<file path="src/rtl/serial_record_loader.sv">
// -----------------------------------------------------------------------------
// serial_record_loader
//
// Serial-to-parallel front end for the regression core. A LANES-wide serial
// stream is deserialised into WORD_W-bit words. Groups of (feat_l+1) words
// form one record, which is written to the dataset RAM in a single wide write.
//
// Handshake: s_en is a valid-only qualifier. In LOAD every cycle with s_en=1
// consumes one LANES-bit group; there is no ready/back-pressure. wr_en is a
// one-cycle valid with no ready, so the RAM must accept every write. start is
// a one-cycle request that is accepted only in IDLE or DONE.
//
// Ports:
//   CLK, RST     clock, synchronous active-high reset
//   start        load request (honoured in IDLE/DONE)
//   feat         feature count, latched on an accepted start (clamped)
//   data_points  index of the last record, latched on an accepted start
//   s_en, S      serial lane group valid / lane data (lane k = group bit k)
//   wr_en        one-cycle record write strobe
//   wr_addr      record index of the write
//   wr_data      record; slot n at [n*WORD_W +: WORD_W]
//   busy         high in LOAD
//   done_        high in DONE (sticky until the next accepted start)
//   cfg_err      latched feat exceeded MAX_FEATURES
//   state_dbg    current FSM state (0 IDLE, 1 LOAD, 2 DONE)
// -----------------------------------------------------------------------------
module serial_record_loader #(
    parameter int WORD_W       = 16,
    parameter int MAX_FEATURES = 15,
    parameter int ADDR_WIDTH   = 12,
    parameter int LANES        = 1,
    parameter int MSB_FIRST    = 0
) (
    input  logic                                CLK,
    input  logic                                RST,
    input  logic                                start,
    input  logic [3:0]                          feat,
    input  logic [ADDR_WIDTH-1:0]               data_points,
    input  logic                                s_en,
    input  logic [LANES-1:0]                    S,
    output logic                                wr_en,
    output logic [ADDR_WIDTH-1:0]               wr_addr,
    output logic [WORD_W*(MAX_FEATURES+1)-1:0]  wr_data,
    output logic                                busy,
    output logic                                done_,
    output logic                                cfg_err,
    output logic [1:0]                          state_dbg
);

    localparam int SLOTS = MAX_FEATURES + 1;
    localparam int REC_W = WORD_W * SLOTS;
    localparam int BW    = $clog2(WORD_W + 1);
    localparam int IW    = (WORD_W > 1) ? $clog2(WORD_W) : 1;

    localparam logic [BW-1:0] LAST_CNT = BW'(WORD_W - LANES);
    localparam logic [BW-1:0] STEP     = BW'(LANES);
    localparam logic [3:0]    MAX_F    = 4'(MAX_FEATURES);

    typedef enum logic [1:0] {
        IDLE = 2'd0,
        LOAD = 2'd1,
        DONE = 2'd2
    } state_t;

    state_t state_q, state_d;

    logic [3:0]            feat_l_q;
    logic [ADDR_WIDTH-1:0] dp_l_q;
    logic                  cfg_err_q;
    logic [BW-1:0]         bitcnt_q;
    logic [3:0]            slot_q;
    logic [ADDR_WIDTH-1:0] rec_addr_q;
    logic [WORD_W-1:0]     word_q;
    logic [REC_W-1:0]      rec_q;
    logic                  wr_en_q;
    logic [ADDR_WIDTH-1:0] wr_addr_q;
    logic [REC_W-1:0]      wr_data_q;

    logic                  start_ok;
    logic                  take;
    logic                  word_last;
    logic                  rec_last;
    logic                  load_end;
    logic                  feat_over;
    logic [3:0]            feat_clamped;
    logic [WORD_W-1:0]     word_next;
    logic [REC_W-1:0]      rec_next;
    logic [BW-1:0]         pos;

    assign start_ok     = start && (state_q != LOAD);
    assign take         = (state_q == LOAD) && s_en;
    assign word_last    = take && (bitcnt_q == LAST_CNT);
    assign rec_last     = word_last && (slot_q == 4'd0);
    assign load_end     = rec_last && (rec_addr_q == dp_l_q);
    assign feat_over    = (int'(feat) > MAX_FEATURES);
    assign feat_clamped = feat_over ? MAX_F : feat;

    // Current word with this cycle's lane group merged in. In MSB-first mode
    // the word is filled from the top bit downwards.
    always_comb begin
        word_next = word_q;
        pos       = '0;
        for (int k = 0; k < LANES; k++) begin
            pos = bitcnt_q + BW'(k);
            if (MSB_FIRST != 0) begin
                pos = BW'(WORD_W - 1) - pos;
            end
            word_next[pos[IW-1:0]] = S[k];
        end
    end

    // Record with the just-completed word placed in the current slot. Slots
    // count down from feat_l to 0, so the first word lands in the top slot.
    always_comb begin
        rec_next = rec_q;
        for (int n = 0; n < SLOTS; n++) begin
            if (slot_q == 4'(n)) begin
                rec_next[n*WORD_W +: WORD_W] = word_next;
            end
        end
    end

    // FSM next state
    always_comb begin
        state_d = state_q;
        case (state_q)
            IDLE:    if (start_ok) state_d = LOAD;
            LOAD:    if (load_end) state_d = DONE;
            DONE:    if (start_ok) state_d = LOAD;
            default: state_d = IDLE;
        endcase
    end

    always_ff @(posedge CLK) begin
        if (RST) begin
            state_q <= IDLE;
        end else begin
            state_q <= state_d;
        end
    end

    // Datapath. The write registers are loaded on the edge that samples the
    // last bit of a record, giving a one-cycle latency; the accumulator is
    // cleared on the same edge so the next record can start immediately.
    always_ff @(posedge CLK) begin
        if (RST) begin
            feat_l_q   <= '0;
            dp_l_q     <= '0;
            cfg_err_q  <= 1'b0;
            bitcnt_q   <= '0;
            slot_q     <= '0;
            rec_addr_q <= '0;
            word_q     <= '0;
            rec_q      <= '0;
            wr_en_q    <= 1'b0;
            wr_addr_q  <= '0;
            wr_data_q  <= '0;
        end else begin
            wr_en_q <= 1'b0;
            if (start_ok) begin
                feat_l_q   <= feat_clamped;
                cfg_err_q  <= feat_over;
                dp_l_q     <= data_points;
                bitcnt_q   <= '0;
                slot_q     <= feat_clamped;
                rec_addr_q <= '0;
                word_q     <= '0;
                rec_q      <= '0;
            end else if (take) begin
                if (word_last) begin
                    word_q   <= '0;
                    bitcnt_q <= '0;
                    if (rec_last) begin
                        wr_en_q    <= 1'b1;
                        wr_addr_q  <= rec_addr_q;
                        wr_data_q  <= rec_next;
                        rec_q      <= '0;
                        slot_q     <= feat_l_q;
                        rec_addr_q <= rec_addr_q + ADDR_WIDTH'(1);
                    end else begin
                        rec_q  <= rec_next;
                        slot_q <= slot_q - 4'd1;
                    end
                end else begin
                    word_q   <= word_next;
                    bitcnt_q <= bitcnt_q + STEP;
                end
            end
        end
    end

    assign wr_en     = wr_en_q;
    assign wr_addr   = wr_addr_q;
    assign wr_data   = wr_data_q;
    assign busy      = (state_q == LOAD);
    assign done_     = (state_q == DONE);
    assign cfg_err   = cfg_err_q;
    assign state_dbg = state_q;

endmodule

</file>
<file path="config.mk">
export PLATFORM = sky130hd
export DESIGN_NAME = serial_record_loader
export DESIGN_NICKNAME = d
export VERILOG_FILES = /design/src/rtl/serial_record_loader.sv
export SDC_FILE = /design/constraint.sdc
export NUM_CORES = 1
export LEC_CHECK = 0
export BUFFER_PORTS_ARGS = -buffer_cell sky130_fd_sc_hd__buf_2
export CAP_MARGIN = 10
export CORE_MARGIN = 2
export CORE_UTILIZATION = 61
export DETAILED_ROUTE_END_ITERATION = 6
export PLACE_DENSITY = 0.9
export SYNTH_ARGS = -nofsm -noshare
export SYNTH_HDL_FRONTEND = slang
export SYNTH_SLANG_ARGS = --single-unit
</file>
<file path="constraint.sdc">
create_clock -name CLK -period 6 [get_ports CLK]
set_input_delay 1.2 -clock CLK [delete_from_list [all_inputs] [get_ports CLK]]
set_output_delay 1.2 -clock CLK [all_outputs]
set_load 0.1 [all_outputs]
</file>
== Word level (Yosys, flattened, before mapping) ==
Index checks and enable logic that the tools add are counted.
Word-level totals
  bits in registers: 580
  input port bits: 21
  output and inout port bits: 274
  logic and storage cells: 89
Cells by class
  add/sub/neg operators: 3
  magnitude comparators: 2
  equal/unequal tests: 22
  muxes and demuxes: 30
  bitwise operators: 3
  reductions and logical operators: 18
Operators with widths (number)
  $mux 16: 17
  $mux 256: 1
  $eq 4x4->1 const B: 8
  $bwmux 16: 1
  $eq 4x3->1 const B: 4
  $mux 4: 4
  $add 12x1->12 const B: 1
  $eq 12x12->1: 1
  $eq 4x2->1 const B: 2
  $logic_and 1x1->1: 6
  $ne 2x1->1 const B: 3
  $reduce_and 2->1: 3
  $add 5x1->5 const B: 1
  $eq 5x4->1 const B: 1
  $lt 4x5->1 const B: 1
  $mux 5: 1
  $demux 1 s4: 1
  $eq 4x1->1 const B: 1
  $ge 4x1->1 const B: 1
  $logic_not 4->1: 1
  $mux 2: 2
  $pmux 2 s2: 1
  $reduce_and 4->1: 1
  $reduce_bool 2->1: 2
  9 further kinds: 13

== Longest topological paths before layout ==
  depth after elaboration: 8
  mapped depth: 10
  mapped depth without buffers: 6

== Least setup slack after synthesis ==
Ideal clock, no wire load.
  path kind: reg-to-output
  start point: register state_q[1] (netlist: state_dbg[1])
  end point: output done_
  data arrival time: 2443 ps
  data required time: 4800 ps
  slack: 2357 ps
  cell stages (with the launch flop): 2
  buffers on the path: 0
  cells stage by stage: dfxtp_1 nor2b_1
Between the ends
  cells in the longest elaborated chain, start to end: 1
RTL lines
  start, declared: RTL line 65  | state_t state_q, state_d;
  start signal, assigned: RTL line 138  | state_q <= state_d;
  $eq 2x2->1: RTL line 196  | assign done_ = (state_q == DONE);
  end, declared: RTL line 45  | output logic done_,
Every way passes these cells.

== Worst setup path after layout ==
  start point: register slot_q[0]
  end point: register wr_data_q[171] (netlist: wr_data[171])
Between the ends
  cells in the longest elaborated chain, start to end: 3
  elaborated cells on any way between the ends: 5
  classes of those cells: eq/ne: 1; mux: 1; reduce/logical: 3
RTL lines
  start, declared: RTL line 71  | logic [3:0] slot_q;
  start signal, assigned: RTL line 165  | slot_q <= feat_clamped;
  start signal, assigned: RTL line 178  | slot_q <= feat_l_q;
  start signal, assigned: RTL line 182  | slot_q <= slot_q - 4'd1;
  $logic_not 4->1: RTL line 93  | assign rec_last = word_last && (slot_q == 4'd0);
  $logic_and 1x1->1: RTL line 93
  $reduce_and 4->1 (no source line)
  end signal, assigned: RTL line 176  | wr_data_q <= rec_next;
  end, declared: RTL line 77  | logic [REC_W-1:0] wr_data_q;
Several ways; a longest one is shown, not always the timed one.
A chain may end at the register's enable or synchronous reset.

==> results <==
- The run finished with clean final reports.
- The combined flip-flop and latch cell area is 0.0113 sq mm.
- After global routing the overflow that remains totals 0.
- The cell with the biggest individual delay on the critical path is sky130_fd_sc_hd__buf_4.
- The number of gates resized after cts is 0.
- The number of violations reported at the end of detailed-routing iteration 0 is 2037.
- The register-to-register setup slack is 2010 ps.
- Buffers inserted to repair hold after CTS numbered 0.
- The footprint of the multi-input gates is 0.00929 sq mm.
- The mapped netlist covers 0.0215 sq mm.
- The die is 192 um tall.
- Setup repair after global routing left no endpoint under its margin.
- The worst register-to-register path ends at wr_data[171].
- The source of the worst hold timing path is wr_data[67].
- The fraction of power consumed by combinational cells is 0.032.
- The setup violation total in the final timing report is 0.
- Yosys mapped a number of flops with a built-in enable equal to 0.
- Compared with the post-synthesis result, the final layout area differs by 15.0%.
- The fill cell instance count of the final layout is 2429.
- The via total after detailed routing is 18202.
- During synthesis, Yosys emitted a total of 0 warnings.
- The final-report hold violation count was 0.
- At the worst endpoint, the arrival time is 4410 ps.
- The most frequent cell on the critical path is sky130_fd_sc_hd__buf_4.
- The number of buffers created by CTS is 53.
- For this design the static power due to leakage is 10.1 nW.
- The worst setup path is launched from a flip-flop.
- The worst setup path is of the flip-flop to flip-flop kind.
- Across the run, the number of max-cap violations was 0.
- The minimum clock period is 3990 ps.
- Walking the worst path, the cells encountered are inv_1, ha_1, or3b_1, nor3_2, buf_4, buf_4, o22ai_1.
- For this run, design rule violations remaining after detail routing come to 0.
- The total of buffers placed on input and output ports is 293.
- The proportion of power drawn by the clock network is 0.467.
- The relative max-transition margin is 0.121.
- Entering global routing, the biggest net connects 193 pins.
- The data required time of the critical path is 6410 ps.
- In this run the standard cell core region covers 0.0346 sq mm.
- The number of post-CTS setup repair buffers is 0.
- The fraction of power consumed by sequential logic is 0.501.
- Across every metal layer, demand over resource in global routing totals 0.348.
- The share of the Yosys chip area taken by registers is 0.526.
- In this run, placement finished with an instance count of 2692.
- In this run, synthesis produced a sequential element count of 564.
- Power spread over the standard cell area amounts to 305 mW/mm^2.
- Wires add up to 65.6 mm.
- The path class of the lowest-slack min-delay path is flip-flop to flip-flop.
- For the worst-skew pair, the clock arrives at the later sink with an insertion delay of 590 ps.
- The I/O pin total is 295.
- The count of different cell masters after synthesis is 61.
- The most common cell after layout, fill and taps aside is sky130_fd_sc_hd__dfxtp_1.
- After clock tree synthesis, the clock-pin slew on the worst setup and hold paths is 60 ps.
- STA classifies the critical path endpoint as a flip-flop.
- The x dimension of the die is 192 um.
- Counting every sink on the clock net gives 564.
- The number of iterations in the first detailed-routing pass is 6.
- In this run the worst path has a maximum fanout of 85.
- The path depth of the worst reg2reg path is 7.
- Synthesis produced a netlist whose cell count is 2138.
- For this run, the leading register cell type out of synthesis is sky130_fd_sc_hd__dfxtp_1.
- The number of nets in the layout is 2329.
- The synthesized netlist net count is 2169.
- The fraction of final layout cells sized beyond drive strength 1 is 0.199.
- The post-route antenna net violation count is 0.
- The initial antenna violation count is 1.
- The per-cell via count in the routed design is 6.51.
- For this configuration, the core starts out at a cell density of 0.620.
- The root buffer cell chosen for the clock tree is sky130_fd_sc_hd__clkbuf_16.
- Counting along the longest clock path gives a buffer depth of 3.
- For the pin with the worst max-slew slack, the measured transition is 1320 ps.
- The setup TNS after final layout is 0 ps.
- Detailed placement finished with a half-perimeter wire length of 40.0 mm.
- The share of total power consumed by net switching is 0.218.
- The via count of the first global-routing pass is 17072.
- The beginning of the critical path is slot_q[0].
- Of the available clock period, the critical path in the final layout requires 0.666.
- Dividing the detail-routed wire length by the instance count gives 23.5 um.
- The top cell types in the final layout, fill and taps aside, are 564 x sky130_fd_sc_hd__dfxtp_1, 367 x sky130_fd_sc_hd__nand2_1, 293 x sky130_fd_sc_hd__buf_2.
- The worst-case IR drop observed on VDD is 0.199 mV.
- Internal power comes to 5.88 mW.
- For this run, the top clock speed supported by timing is 0.250 GHz.
- The first global-routing pass estimated 99.2 mm of wire.
- The path with the worst hold slack has its endpoint at wr_data[67].
- The number of max-slew violations in the final report was 0.
- The origin of the critical flop-to-flop path is slot_q[0].
- The TritonCTS clock tree is done.
- Counting instances, the worst hold path has a depth of 2.
- In this run the number of H-tree levels came out at 2.
- The finished layout holds 2797 standard cells, fillers aside.
- The final weighted congestion of routability-driven global placement is 0.874.
- The total net switching power is 1.64 mW.
- In the synthesized netlist the async set-or-reset flop fraction comes to 0.
- After synthesis, the mean cell area works out to 10.0 sq um.
- The critical path's largest stage delay is 760 ps.
- The floorplan step defined a die boundary enclosing 0.0367 sq mm.
- Clock skew on the completed layout was measured at 15.4 ps.
- The number of placement rows is 68.
==> per-stage QoR <==
| stage | area, sq um | util | hold slack, ps | setup WS (ps) | power [mW] |
|---|---|---|---|---|---|
| floorplan | 21500 | - | 432 | 2360 | 4.02 |
| detailed placement | 22800 | 0.659 | 446 | 2090 | 4.08 |
| finish | 24700 | 0.713 | 452 | 2010 | 7.52 |
| CTS | 24600 | 0.712 | 455 | 2100 | 7.50 |
| global placement | 22800 | 0.659 | 440 | 2170 | 4.07 |
| global route | 24700 | 0.713 | 470 | 1800 | 7.68 |
==> power groups by stage <==
stage	combinational, mW	sequential [mW]	clock [mW]
CTS	0.232	3.77	3.51
global placement	0.223	3.85	0
floorplan	0.173	3.85	0
finish	0.244	3.77	3.51
detailed placement	0.231	3.85	0
global route	0.256	3.76	3.66
==> flip-flops by register name (all words and copies together) (netlist names), 2 cells and up <==
name and flops:
wr_data 256, rec_q 240, word_q 16, dp_l_q 12, rec_addr_q 12, wr_addr 12, bitcnt_q 5, feat_l_q 4
slot_q 4, state_dbg 2
==> worst max-delay path, delay by kind of cell, from the launching register on <==
| kind | cells | cell delay [ps] |
|---|---|---|
| buffers and inverters | 3 | 1550 |
| AO/OA/AOI/OAI | 1 | 170 |
| flip-flops | 1 | 360 |
| adder cells (fa/ha/maj) | 1 | 420 |
| AND/OR/NAND/NOR | 2 | 1200 |
==> logic make-up after synthesis <==
| kind of cell | Yosys count | synth area share |
|---|---|---|
| compound gates | 584 | 0.197 |
| flops | 564 | 0.526 |
| simple gates | 510 | 0.108 |
| buf+inv | 225 | 0.0495 |
| mux | 224 | 0.105 |
| xor+xnor | 20 | 0.00815 |
| fa+ha+maj | 10 | 0.00582 |
| other cells | 1 | 0.000175 |
==> cells in the mapped netlist, drive strengths merged, types with 19 or more instances <==
library cell | number | area (sq um)
dfxtp | 564 | 11300
nand2 | 368 | 1380
o2bb2ai | 240 | 2100
mux2i | 208 | 2080
o22ai | 192 | 1200
buf | 131 | 703
a21oi | 95 | 494
clkbuf | 84 | 323
nor2 | 51 | 194
nand4 | 19 | 215
==> layer usage <==
| metal | up-vias | track usage | wire length, um |
|---|---|---|---|
| met5 | - | 0 | 0 |
| met4 | 0 | 0.150 | 2630 |
| met3 | 218 | 0.0652 | 7010 |
| met2 | 1187 | 0.533 | 29600 |
| met1 | 8737 | 0.480 | 26400 |
| li1 | 8060 | - | - |
==> worst max path at each step <==
stage | slack (ps) | depth (start not counted) | to
after floorplan | 2360 | 1 | done_
after global placement | 2170 | 6 | rec_q[33]
after detailed placement | 2090 | 6 | rec_q[152]
after CTS | 2100 | 7 | wr_data[106]
after global routing | 1800 | 7 | wr_data[106]
final | 2010 | 7 | wr_data[171]
==> area by class of cell <==
cell class                      count  share of cell area
Sequential cell                   564               0.457
Tap cell                          455              0.0230
Timing Repair Buffer              320              0.0679
Inverter                           10             0.00172
Clock buffer                       81              0.0641
Clock inverter                     17             0.00988
Multi-Input combinational cell   1349               0.376
Antenna cell                        1            0.000101
No activity file was read; power rests on OpenSTA's default activity.
